===== config.mk =====
export PLATFORM = sky130hd
export DESIGN_NAME = iter_sll
export DESIGN_NICKNAME = d
export VERILOG_FILES = /design/src/rtl/iter_sll.sv
export SDC_FILE = /design/constraint.sdc
export NUM_CORES = 1
export LEC_CHECK = 0
export ABC_AREA = 1
export BUFFER_PORTS_ARGS = -buffer_cell sky130_fd_sc_hd__buf_2
export CORE_UTILIZATION = 50
export DETAILED_ROUTE_END_ITERATION = 8
export GPL_ROUTABILITY_DRIVEN = 0
export GPL_TIMING_DRIVEN = 0
export HOLD_SLACK_MARGIN = 0.08
export PLACE_DENSITY = 0.81
export SYNTH_ARGS = -nofsm -noshare
export SYNTH_HDL_FRONTEND = slang
export SYNTH_SLANG_ARGS = --single-unit

===== constraint.sdc =====
create_clock -name clk -period 3.1 [get_ports clk]
set_input_delay 0.465 -clock clk [delete_from_list [all_inputs] [get_ports clk]]
set_output_delay 0.465 -clock clk [all_outputs]
set_load 0.02 [all_outputs]

===== src/rtl/iter_sll.sv =====
// iter_sll: iterative logical-left shifter.
//
// Shifts the captured operand one bit toward the MSB per clock, zero-filling
// the LSB, until the requested amount has been applied. Used for SLL/SLLV
// when the single-cycle barrel shifter is not present.
//
// Ports:
//   clk    - rising-edge clock
//   rst    - synchronous, active-high reset
//   start  - shift request, only accepted while ready=1
//   num    - operand, captured on an accepted start
//   shamt  - shift amount 0..WIDTH-1, captured on an accepted start
//   ready  - unit can accept a start (idle or completing)
//   busy   - shift in progress
//   done   - one-cycle pulse, result/cout freshly updated
//   result - num << shamt, registered, held until the next completion
//   cout   - last bit shifted out of the MSB (0 when shamt=0)
module iter_sll #(
    parameter int unsigned WIDTH = 32,
    parameter int unsigned SHW   = 5
) (
    input  logic             clk,
    input  logic             rst,
    input  logic             start,
    input  logic [WIDTH-1:0] num,
    input  logic [SHW-1:0]   shamt,
    output logic             ready,
    output logic             busy,
    output logic             done,
    output logic [WIDTH-1:0] result,
    output logic             cout
);

    typedef enum logic [1:0] {
        StIdle,
        StShift,
        StDone
    } state_e;

    state_e           state;
    logic [WIDTH-1:0] work;
    logic [SHW-1:0]   cnt;

    // Handshake outputs are pure state decodes, so nothing on the input side
    // can reach them combinationally.
    assign ready = (state == StIdle) || (state == StDone);
    assign busy  = (state == StShift);
    assign done  = (state == StDone);

    always_ff @(posedge clk) begin
        if (rst) begin
            state  <= StIdle;
            work   <= '0;
            cnt    <= '0;
            result <= '0;
            cout   <= 1'b0;
        end else begin
            unique case (state)
                // DONE accepts a new request exactly like IDLE so that
                // back-to-back operations run without a bubble.
                StIdle, StDone: begin
                    if (start) begin
                        work <= num;
                        cnt  <= shamt;
                        if (shamt == '0) begin
                            state  <= StDone;
                            result <= num;
                            cout   <= 1'b0;
                        end else begin
                            state <= StShift;
                        end
                    end else begin
                        state <= StIdle;
                    end
                end

                // cnt counts the shifts still owed; cnt==1 marks the final
                // one, so the shifted value is published directly into result
                // rather than waiting another cycle for work to settle.
                StShift: begin
                    work <= {work[WIDTH-2:0], 1'b0};
                    cnt  <= cnt - SHW'(1);
                    if (cnt == SHW'(1)) begin
                        state  <= StDone;
                        result <= {work[WIDTH-2:0], 1'b0};
                        cout   <= work[WIDTH-1];
                    end
                end

                default: state <= StIdle;
            endcase
        end
    end

endmodule

==> results_dict.tcl <==
set metrics [dict create \
    antenna_found_initial 0 \
    violations "design-rule violations" \
    max_freq_mhz 542.0 \
    worst-path-buf-inv 3 \
    status "finished, violations left" \
    critPathArrivalTime_ns 1.38 \
    num_vias 3430 \
    p_leak_nw 2.183 \
    synth-xor-area-share 0 \
    core-area_um2 6495 \
    worstHoldStart "rst" \
    clk_pin_slew_ns 0.08 \
    cp_cell_sequence "inv_2 -> nor2_4 -> buf_2 -> buf_2" \
    nets 649 \
    syn-num-nets 563 \
    crit_family "buffers and inverters" \
    cts_resized 0 \
    die_w_um 84.93 \
    crit_required_ns 2.63 \
    synth_top_area_frac 0.4192 \
    cts_setup_buffers 0 \
    worstPathMaxFanout 10 \
    drt_iter0_drc 213 \
    vdd_ir_drop_max_v 0.0002869 \
    grt_max_degree 13 \
    r2r_start "cnt[1]" \
    ys_seq_area_frac 0.4192 \
    hold_path.class "input port to register" \
    avgSynthCellArea_um2 6.599 \
    finalHoldWorstSlack_ns 0.3599 \
    ff2ff_path_depth 11 \
    synthSimpleGateAreaFrac 0.3253 \
    setup_violations 0 \
    fin_crit_ns 1.845 \
    ctsLongestPathBuffers 2 \
    synthAdderAreaFrac 0.007278 \
    finalCritPeriodShare 0.5952 \
    clock_sinks 72 \
    ys_ff_latch 72 \
    cts_made_buffers 9 \
    p_switching_mw 0.8124 \
    drv_slew 0 \
    htreeDepth 3 \
    p_per_area_nw_per_um2 600.2 \
    finalSetupTns_ns 0 \
    worstMarginPinSlew_ns 0.4818 \
    cts_root_buf "clkbuf_8" \
    slowest_delay_ns 0.38 \
    clk_latency_ns 0.35 \
    drive_gt1_frac 0.2075 \
    p_sw_frac 0.3288 \
    synth_compound_area_frac 0.1077 \
    die-area_um2 7212 \
    startpoint "state[0]" \
    skew_ns 0.006960 \
    first_pass_iters 7 \
    port_buffers 75 \
    cp_common_cell "buf_2" \
    ant_nets 0 \
    yosysWarnings 0 \
    cap_violations 0 \
    rsz0062_at_grt "false" \
    diodes 0 \
    seqPwrFrac 0.439 \
    grtUsageTotal 0.2426 \
    yosys-top-cells-area "dfxtp_1, nand2_1, inv_1" \
    p_comb_frac 0.248 \
    hold_end "cnt[4]" \
    slowest_stage "dfxtp_1" \
    wirelength_mm 8.202 \
    critPathLaunchType "register" \
    drc 6 \
    synth_mux_area_frac 0 \
    hpwl_mm 5.854 \
    worstSetupPathType "register to output port" \
    synth_top_family_by_area "simple AND/OR/NAND/NOR gates" \
    initial_core_util 0.5294 \
    area_growth_syn_to_layout_pct 19.72 \
    rows 29 \
    die_h_um 84.93 \
    p_int_mw 1.658 \
    hold_depth 2 \
    ys_types 23 \
    via_per_inst 4.978 \
    wl_per_cell_um 11.90 \
    reg2reg_to "result[18]" \
    finalHoldViolCount 0 \
    cts_tree "done" \
    grt_overflow_total 0 \
    endpoint_kind "output port" \
    syn_inst 521 \
    grt_pass1_wl_mm 13.99 \
    synth_area_um2 3438 \
    yosysTopAreaCell "dfxtp_1" \
    rrSetupSlack_ns 1.55 \
    relSlewSlack 0.6788 \
    boundaryPins 76 \
    cts_hold_buffers 0 \
    p_clk_frac 0.312 \
    first_global_vias 3145 \
]
flip-flops by register name, indices dropped and copies added, names as in the netlist:
signal / count
cnt: 5
work: 32
cout: 1
result: 32
state: 2
kinds of logic (layout without fill, tap and decap cells):
| group | after synthesis | after routing |
|---|---|---|
| and+or+nand+nor | 264 | 264 |
| AOI/OAI and AO/OA | 73 | 73 |
| buffers and inverters | 110 | 201 |
| DFF | 72 | 72 |
| adders and majority gates | 2 | 2 |
metrics by stage:
step / utilization / total power, mW / instance area [um2] / cells / setup slack [ns]
2_1_floorplan: - / 1.539 / 3438 / 521 / 1.787
3_3_place_gp: 0.6020 / 1.698 / 3910 / 673 / 1.429
3_5_place_dp: 0.6020 / 1.712 / 3910 / 673 / 1.414
4_1_cts: 0.6338 / 2.478 / 4116 / 689 / 1.261
5_1_grt: 0.6338 / 2.612 / 4116 / 689 / 1.197
6_report: 0.6338 / 2.471 / 4116 / 689 / 1.255
layout make-up:
class                           count  area (um2)
Clock buffer                       11       151.4
Fill cell                         604        2379
Multi-Input combinational cell    339        1514
Buffer                             33       193.9
Timing Repair Buffer               75       375.4
Tap cell                           77       96.34
Inverter                           77       289.0
Clock inverter                      5       55.05
Sequential cell                    72        1441
power groups by stage:
stage	Clock (mW)	Combinational, mW	Sequential (mW)
after CTS	0.781	0.612	1.08
after global routing	0.823	0.690	1.10
after global placement	0	0.598	1.10
final	0.772	0.614	1.09
after detailed placement	0	0.608	1.10
after floorplan	0	0.393	1.15
metal layers:
| layer | wire (um) | GRT usage | vias to the layer above |
|---|---|---|---|
| li1 | - | - | 1797 |
| met1 | 3819 | 0.3148 | 1515 |
| met2 | 3825 | 0.4006 | 102 |
| met3 | 344 | 0.03113 | 16 |
| met4 | 212 | 0.1202 | 0 |
| met5 | 0 | 0 | - |
cells in the mapped netlist:
cell type / number
nor2_1: 72
dfxtp_1: 72
buf_2: 17
nor2_4: 1
nand4_1: 33
a21oi_1: 36
nand2_2: 3
nand2_1: 143
nand3_2: 1
buf_1: 2
o21ai_0: 35
nand3_1: 7
nor2_2: 1
o211ai_1: 2
inv_1: 73
nor3_1: 1
nand2_4: 1
inv_2: 4
buf_6: 5
ha_1: 2
nand3b_1: 1
buf_4: 3
clkbuf_1: 6
cells in the final DEF, fill, tap and decap left out, drive strengths merged:
| master | count |
|---|---|
| nand4 | 33 |
| dfxtp | 72 |
| clkinv | 2 |
| clkinvlp | 2 |
| nor3 | 1 |
| bufinv | 1 |
| clkbuf | 17 |
| inv | 77 |
| o21ai | 35 |
| buf | 102 |
| nand3 | 8 |
| o211ai | 2 |
| ha | 2 |
| a21oi | 36 |
| nor2 | 74 |
| nand3b | 1 |
| nand2 | 147 |
worst max-delay path by stage:
stage               depth (start not counted)         end  slack, ns
finish                                      4        busy       1.26
global route                                4        busy       1.20
CTS                                         4        busy       1.26
detailed placement                          9  result[18]       1.41
global placement                            9  result[21]       1.43
floorplan                                   8  result[18]       1.79
(Power assumes the default switching activity.)
